--- src/rtl/fec_cc_encoder_pkg.sv ---
// fec_cc_encoder_pkg: block size, generator polynomials, and buffer/encoder state types shared by the encoder
package fec_cc_encoder_pkg;
  localparam int BLOCK_BITS_DEF = 96;
  localparam logic [6:0] G1_DEF = 7'o171;
  localparam logic [6:0] G2_DEF = 7'o133;
  typedef enum logic [1:0] {BUF_EMPTY, BUF_FILLING, BUF_FULL, BUF_ENCODING} buf_state_e;
  typedef enum logic {ENC_IDLE, ENC_ENCODE} enc_state_e;
endpackage

--- src/rtl/fec_cc_encoder_if.sv ---
// fec_cc_encoder_if: serial input and X/Y pair output handshakes; master drives data_in/valid_in/sob_in/out_ready, slave (the encoder) drives ready_in and the pair outputs
interface fec_cc_encoder_if;
  logic data_in;
  logic valid_in;
  logic sob_in;
  logic ready_in;
  logic data_out_x;
  logic data_out_y;
  logic valid_out;
  logic sob_out;
  logic out_ready;
  modport master(
    output data_in, valid_in, sob_in, out_ready,
    input  ready_in, data_out_x, data_out_y, valid_out, sob_out
  );
  modport slave(
    input  data_in, valid_in, sob_in, out_ready,
    output ready_in, data_out_x, data_out_y, valid_out, sob_out
  );
endinterface

--- src/rtl/fec_cc_encoder_cc_core.sv ---
// fec_cc_encoder_cc_core: K=7 shift state with tail-biting load and registered X/Y; ports clk, reset (sync, active-low), en/load/last/init/u in, x/y out
module fec_cc_encoder_cc_core
  import fec_cc_encoder_pkg::*;
#(
  parameter logic [6:0] G1 = G1_DEF,
  parameter logic [6:0] G2 = G2_DEF
) (
  input  logic       clk,
  input  logic       reset,
  input  logic       en,
  input  logic       load,
  input  logic       last,
  input  logic [5:0] init,
  input  logic       u,
  output logic       x,
  output logic       y
);
  logic [5:0] s_q, s_d, s_cur, init_q, init_d;
  logic       x_q, x_d, y_q, y_d;
  always_comb begin
    s_cur = load ? init : s_q;
    s_d = en ? {u, s_cur[5:1]} : s_q;
    x_d = en ? ^({u, s_cur} & G1) : x_q;
    y_d = en ? ^({u, s_cur} & G2) : y_q;
    init_d = load ? init : init_q;
  end
  always_ff @(posedge clk) begin
    if (!reset) begin
      s_q <= '0;
      init_q <= '0;
      x_q <= 1'b0;
      y_q <= 1'b0;
    end else begin
      s_q <= s_d;
      init_q <= init_d;
      x_q <= x_d;
      y_q <= y_d;
    end
  end
  assert property (@(posedge clk) disable iff (!reset) (en && last) |-> (s_d == init_q));
  assign x = x_q;
  assign y = y_q;
endmodule

--- src/rtl/fec_cc_encoder.sv ---
// fec_cc_encoder: rate-1/2 K=7 tail-biting encoder with ping-pong block buffers; ports clk, reset (sync, active-low), bus (slave: serial bit in, X/Y pair out)
module fec_cc_encoder
  import fec_cc_encoder_pkg::*;
#(
  parameter int         BLOCK_BITS = BLOCK_BITS_DEF,
  parameter logic [6:0] G1         = G1_DEF,
  parameter logic [6:0] G2         = G2_DEF
) (
  input logic             clk,
  input logic             reset,
  fec_cc_encoder_if.slave bus
);
  localparam int CW = $clog2(BLOCK_BITS);
  localparam logic [CW-1:0] LAST = CW'(BLOCK_BITS - 1);
  logic [BLOCK_BITS-1:0] mem_q [2];
  logic [BLOCK_BITS-1:0] mem_d [2];
  buf_state_e            bst_q [2];
  buf_state_e            bst_d [2];
  enc_state_e            state_q, state_d;
  logic                  wr_sel_q, wr_sel_d, rd_sel_q, rd_sel_d;
  logic [CW-1:0]         wr_cnt_q, wr_cnt_d, rd_cnt_q, rd_cnt_d, wr_idx, rd_idx;
  logic                  valid_q, valid_d, sob_q, sob_d;
  logic                  ready, acc, take, start, step, last, u;
  logic [5:0]            init;
  // the output register is free when empty or being drained this cycle
  always_comb begin
    ready = bst_q[wr_sel_q] != BUF_FULL && bst_q[wr_sel_q] != BUF_ENCODING;
    acc = bus.valid_in && ready;
    wr_idx = bus.sob_in ? '0 : wr_cnt_q;
    take = bus.out_ready || !valid_q;
    start = state_q == ENC_IDLE && bst_q[rd_sel_q] == BUF_FULL && take;
    step = state_q == ENC_ENCODE && take;
    last = step && rd_cnt_q == LAST;
    rd_idx = start ? '0 : rd_cnt_q;
    u = mem_q[rd_sel_q][rd_idx];
    init = mem_q[rd_sel_q][BLOCK_BITS-1 -: 6];
    mem_d = mem_q;
    bst_d = bst_q;
    wr_cnt_d = wr_cnt_q;
    wr_sel_d = wr_sel_q;
    if (acc) begin
      mem_d[wr_sel_q][wr_idx] = bus.data_in;
      bst_d[wr_sel_q] = wr_idx == LAST ? BUF_FULL : BUF_FILLING;
      wr_cnt_d = wr_idx == LAST ? '0 : wr_idx + 1'b1;
      wr_sel_d = wr_sel_q ^ (wr_idx == LAST);
    end
    // the buffer is released once its last bit sits in the output register, so the writer can reuse it without a stall
    if (start) bst_d[rd_sel_q] = BUF_ENCODING;
    if (last) bst_d[rd_sel_q] = BUF_EMPTY;
    state_d = start ? ENC_ENCODE : last ? ENC_IDLE : state_q;
    rd_cnt_d = start ? CW'(1) : last ? '0 : step ? rd_cnt_q + 1'b1 : rd_cnt_q;
    rd_sel_d = rd_sel_q ^ last;
    valid_d = start || step || (valid_q && !take);
    sob_d = start || (sob_q && !take);
  end
  always_ff @(posedge clk) begin
    mem_q <= mem_d;
    if (!reset) begin
      bst_q <= '{BUF_EMPTY, BUF_EMPTY};
      state_q <= ENC_IDLE;
      wr_sel_q <= 1'b0;
      rd_sel_q <= 1'b0;
      wr_cnt_q <= '0;
      rd_cnt_q <= '0;
      valid_q <= 1'b0;
      sob_q <= 1'b0;
    end else begin
      bst_q <= bst_d;
      state_q <= state_d;
      wr_sel_q <= wr_sel_d;
      rd_sel_q <= rd_sel_d;
      wr_cnt_q <= wr_cnt_d;
      rd_cnt_q <= rd_cnt_d;
      valid_q <= valid_d;
      sob_q <= sob_d;
    end
  end
  fec_cc_encoder_cc_core #(.G1(G1), .G2(G2)) u_core (
    .clk  (clk),
    .reset(reset),
    .en   (start || step),
    .load (start),
    .last (last),
    .init (init),
    .u    (u),
    .x    (bus.data_out_x),
    .y    (bus.data_out_y)
  );
  assign bus.ready_in = ready;
  assign bus.valid_out = valid_q;
  assign bus.sob_out = sob_q;
endmodule

--- src/flat_wrapper.sv ---
// flat-port wrapper written by rule: the top's interface ports become plain ports
module fec_cc_encoder_flat import fec_cc_encoder_pkg::*;
#(
  parameter int         BLOCK_BITS = BLOCK_BITS_DEF,
  parameter logic [6:0] G1         = G1_DEF,
  parameter logic [6:0] G2         = G2_DEF
)
  (clk, reset, bus_data_in, bus_valid_in, bus_sob_in, bus_out_ready, bus_ready_in, bus_data_out_x, bus_data_out_y, bus_valid_out, bus_sob_out);
  fec_cc_encoder_if bus_i ();
  input logic clk;
  input logic reset;
  input wire logic [$bits(bus_i.data_in)-1:0] bus_data_in;
  input wire logic [$bits(bus_i.valid_in)-1:0] bus_valid_in;
  input wire logic [$bits(bus_i.sob_in)-1:0] bus_sob_in;
  input wire logic [$bits(bus_i.out_ready)-1:0] bus_out_ready;
  output wire logic [$bits(bus_i.ready_in)-1:0] bus_ready_in;
  output wire logic [$bits(bus_i.data_out_x)-1:0] bus_data_out_x;
  output wire logic [$bits(bus_i.data_out_y)-1:0] bus_data_out_y;
  output wire logic [$bits(bus_i.valid_out)-1:0] bus_valid_out;
  output wire logic [$bits(bus_i.sob_out)-1:0] bus_sob_out;
  assign bus_i.data_in = bus_data_in;
  assign bus_i.valid_in = bus_valid_in;
  assign bus_i.sob_in = bus_sob_in;
  assign bus_i.out_ready = bus_out_ready;
  assign bus_ready_in = bus_i.ready_in;
  assign bus_data_out_x = bus_i.data_out_x;
  assign bus_data_out_y = bus_i.data_out_y;
  assign bus_valid_out = bus_i.valid_out;
  assign bus_sob_out = bus_i.sob_out;
  fec_cc_encoder #(.BLOCK_BITS(BLOCK_BITS), .G1(G1), .G2(G2)) u_core (.clk(clk), .reset(reset), .bus(bus_i));
endmodule
--- config.mk ---
export PLATFORM = sky130hd
export DESIGN_NAME = fec_cc_encoder_flat
export DESIGN_NICKNAME = d
export VERILOG_FILES = /design/src/rtl/fec_cc_encoder_pkg.sv /design/src/rtl/fec_cc_encoder_if.sv /design/src/rtl/fec_cc_encoder_cc_core.sv /design/src/rtl/fec_cc_encoder.sv /design/src/flat_wrapper.sv
export SDC_FILE = /design/constraint.sdc
export NUM_CORES = 1
export LEC_CHECK = 0
export CORE_MARGIN = 4
export CORE_UTILIZATION = 60
export CTS_CLUSTER_SIZE = 30
export DETAILED_ROUTE_END_ITERATION = 7
export PLACE_DENSITY = 0.76
export RECOVER_POWER = 50
export SYNTH_ARGS = -nofsm -noshare
export SYNTH_HDL_FRONTEND = slang
export SYNTH_SLANG_ARGS = --single-unit
export TNS_END_PERCENT = 10
--- constraint.sdc ---
create_clock -name clk -period 9.61 [get_ports clk]
set_clock_uncertainty 0.1 [all_clocks]
set_input_delay 1.922 -clock clk [delete_from_list [all_inputs] [get_ports clk]]
set_output_delay 1.922 -clock clk [all_outputs]
set_load 0.02 [all_outputs]
==> impl_metrics.json <==
{
  "cts_buffers": 24,
  "critPathArrivalTime_ns": 6.42,
  "required_ns": 9.92,
  "dr.pass1.iters": 7,
  "pwr-share-comb_pct": 1.5,
  "swShare_pct": 19.95,
  "p_leak_nw": 3.639,
  "pin_count": 11,
  "drive_gt1_share_pct": 9.786,
  "powerDensity_nw_per_um2": 170.1,
  "power.total_w": 0.002020,
  "synth_top_area_share_pct": 52.39,
  "fin_setup_tns_ns": 0,
  "grt_pass1_wl_mm": 44.89,
  "nets": 971,
  "postCtsSetupBuffers": 0,
  "p_clk_share_pct": 46.3,
  "portBuffers": 10,
  "grt_usage_pct": 28.93,
  "antenna_cells": 0,
  "cts_hold_repair.buffers": 0,
  "synth-edff-count": 192,
  "avgViaCountPerCell": 6.690,
  "tightest_slew_ns": 3.341,
  "cp-start-kind": "input port",
  "violations": "capacitance limit, slew limit",
  "ys_async_sr_fraction_pct": 0,
  "die_w_um": 143.4,
  "min_period_over_period_pct": 63.56,
  "grt_max_degree": 105,
  "hold_violations": 0,
  "num_vias": 8095,
  "worst_hold_path_type": "reg2reg",
  "ctsResizeCount": 0,
  "finalCriticalPeriod_ns": 6.108,
  "critPathMaxFanout": 33,
  "ir_drop_uv": 154.7,
  "setup_viol": 0,
  "synth-seq-area-share_pct": 58.03,
  "drv_slew": 150,
  "initial_core_util_pct": 61.05,
  "synth_largest_area_cell": "edfxtp_1",
  "synth_area_sq_um": 11000,
  "cts_buffer_depth": 3,
  "crit_path_end_kind": "register",
  "cts_tree": "yes",
  "place_area_sq_um": 11110,
  "synthCells": 997,
  "slew_headroom_pct": -122.7,
  "die_area_sq_um": 20570,
  "intPower_w": 0.001617,
  "pwr-share-seq_pct": 52.2,
  "wl_mm": 29.33,
  "grt_pass1_vias": 7566,
  "wl_per_cell_um": 24.24,
  "gr-total-overflow": 0,
  "place_congestion": 0.9975,
  "cts_max_level": 1,
  "antenna_found_initial": 0,
  "drt_iter0_drc": 1092,
  "antenna_left": 0,
  "drv_cap": 4,
  "path_clk_slew_ns": 0.06,
  "die_h_um": 143.4,
  "synthFlopType": "edfxtp_1",
  "clock_sinks": 223,
  "finish.instance_area_sq_um": 11870,
  "yosys.cell_types.count": 83,
  "rsz0062_at_grt": "no",
  "ys_ff_latch": 223,
  "final_cell_mix": "244 x nor2_1, 192 x edfxtp_1, 71 x nand2_1",
  "syn_avg_cell_area_sq_um": 11.04,
  "switchingPower_w": 0.0004029,
  "crit_type": "in2reg",
  "core-area_sq_um": 18020,
  "ys_warn_count": 0,
  "outcome": "finished with violations",
  "area_delta_synth_final_pct": 7.902,
  "max_freq_mhz": 163.7,
  "clk_latency_ns": 0.53,
  "synth_area_leaders": "edfxtp_1 52%, nor2_1 8.3%, dfxtp_1 5.6%, mux4_2 4.1%, nand2_1 2.4%",
  "dp_hpwl_mm": 17.73,
  "drc": 0,
  "syn-num-nets": 1005,
  "clockRootBuffer": "clkbuf_16",
  "layout_commonest_cell": "nor2_1",
  "rows": 49
}
routing by layer:
layer	GRT usage, %	share of wire [%]	vias up
met5	0	0	-
met4	9.465	3.2	0
met3	6.389	12	89
met2	44.79	46	519
met1	41.19	39	3937
li1	-	-	3550
kinds of logic after synthesis:
| group | share of synthesized area, % |
|---|---|
| DFF | 58.03 |
| muxes | 7.607 |
| AOI/OAI and AO/OA | 10.72 |
| xor gates and xnor gates | 1.501 |
| buffers and inverters | 3.593 |
| adders and majority gates | 0.2274 |
| and+or+nand+nor | 18.32 |
worst max-delay path, stage by stage:
cell	delay, ns
dlygate4sd3_1	0.55
nand2b_1	0.32
o211ai_1	1.18
nand2_1	0.72
or4b_1	0.70
a32oi_2	0.25
o211ai_4	0.17
xnor2_1	0.20
o221ai_1	0.12
and2_1	0.27
Yosys cell counts (all sizes together), types with 3 or more instances:
cell type    n
and3         6
or4          3
or2          4
a31oi        9
o221ai       6
nor4         3
buf         27
o31ai        4
dfxtp       31
nor3b        9
o31a         3
a211oi      13
a2111oi      3
o2111ai      4
edfxtp     192
a21oi       25
nor2       244
nor3        23
nor2b       26
clkbuf      52
o211a        3
mux4        20
o211ai       9
o21ai       36
nand3       22
mux2i       24
o22ai        3
xor2         7
inv         10
nand2       72
mux2        13
nor4b        3
o311ai       6
a21boi       6
nand2b       8
xnor2       11
or3          5
and2         6
nand3b       3
o32ai        7
o32a         4
a31o         3
power by group through the flow:
stage | logic (W) | registers [W] | clock network, W
6_report | 0.0000306 | 0.00105 | 0.000936
5_1_grt | 0.0000333 | 0.00105 | 0.000986
4_1_cts | 0.0000310 | 0.00105 | 0.000942
3_5_place_dp | 0.0000308 | 0.00107 | 0
3_3_place_gp | 0.0000300 | 0.00107 | 0
2_1_floorplan | 0.0000131 | 0.00107 | 0
area by class of cell:
class	instances	area (sq um)
flip-flops and latches	223	6391
fillers	1389	6151
repair buffers	19	161.4
inverters	11	41.29
clock inverters	10	125.1
clock buffers	34	659.4
multi-input cells	684	4209
well taps	229	286.5
worst paths after layout:
path / start / end / slack, ns / depth (start not counted)
min reg2reg: register / register / 0.41 / 2
min: register / register / 0.41 / 2
max: bus_out_ready / u_core.u_core.y / 3.50 / 10
max reg2reg: u_core.rd_sel_q / u_core.u_core.y / 4.11 / 9
state kept, by name, summed over array words and instances, names as in the netlist, named ones only:
name                  count
u_core.u_core.x           1
u_core.wr_cnt_q           7
u_core.bst_q              4
u_core.mem_q            192
u_core.rd_cnt_q           7
u_core.state_q            1
u_core.u_core.y           1
u_core.rd_sel_q           1
u_core.wr_sel_q           1
u_core.u_core.s_q         6
u_core.bus.valid_out      1
per-stage QoR:
step / hold WS, ns / util, % / cells / worst slack [ns]
4_1_cts: 0.4037 / 66.01 / 1210 / 4.758
2_1_floorplan: 0.3794 / - / 997 / 5.244
6_report: 0.4148 / 65.88 / 1210 / 3.502
5_1_grt: 0.4313 / 65.88 / 1210 / 3.169
3_3_place_gp: 0.3993 / 61.66 / 1166 / 4.338
3_5_place_dp: 0.3918 / 61.66 / 1166 / 4.228
Power figures use the tool's default switching activity.
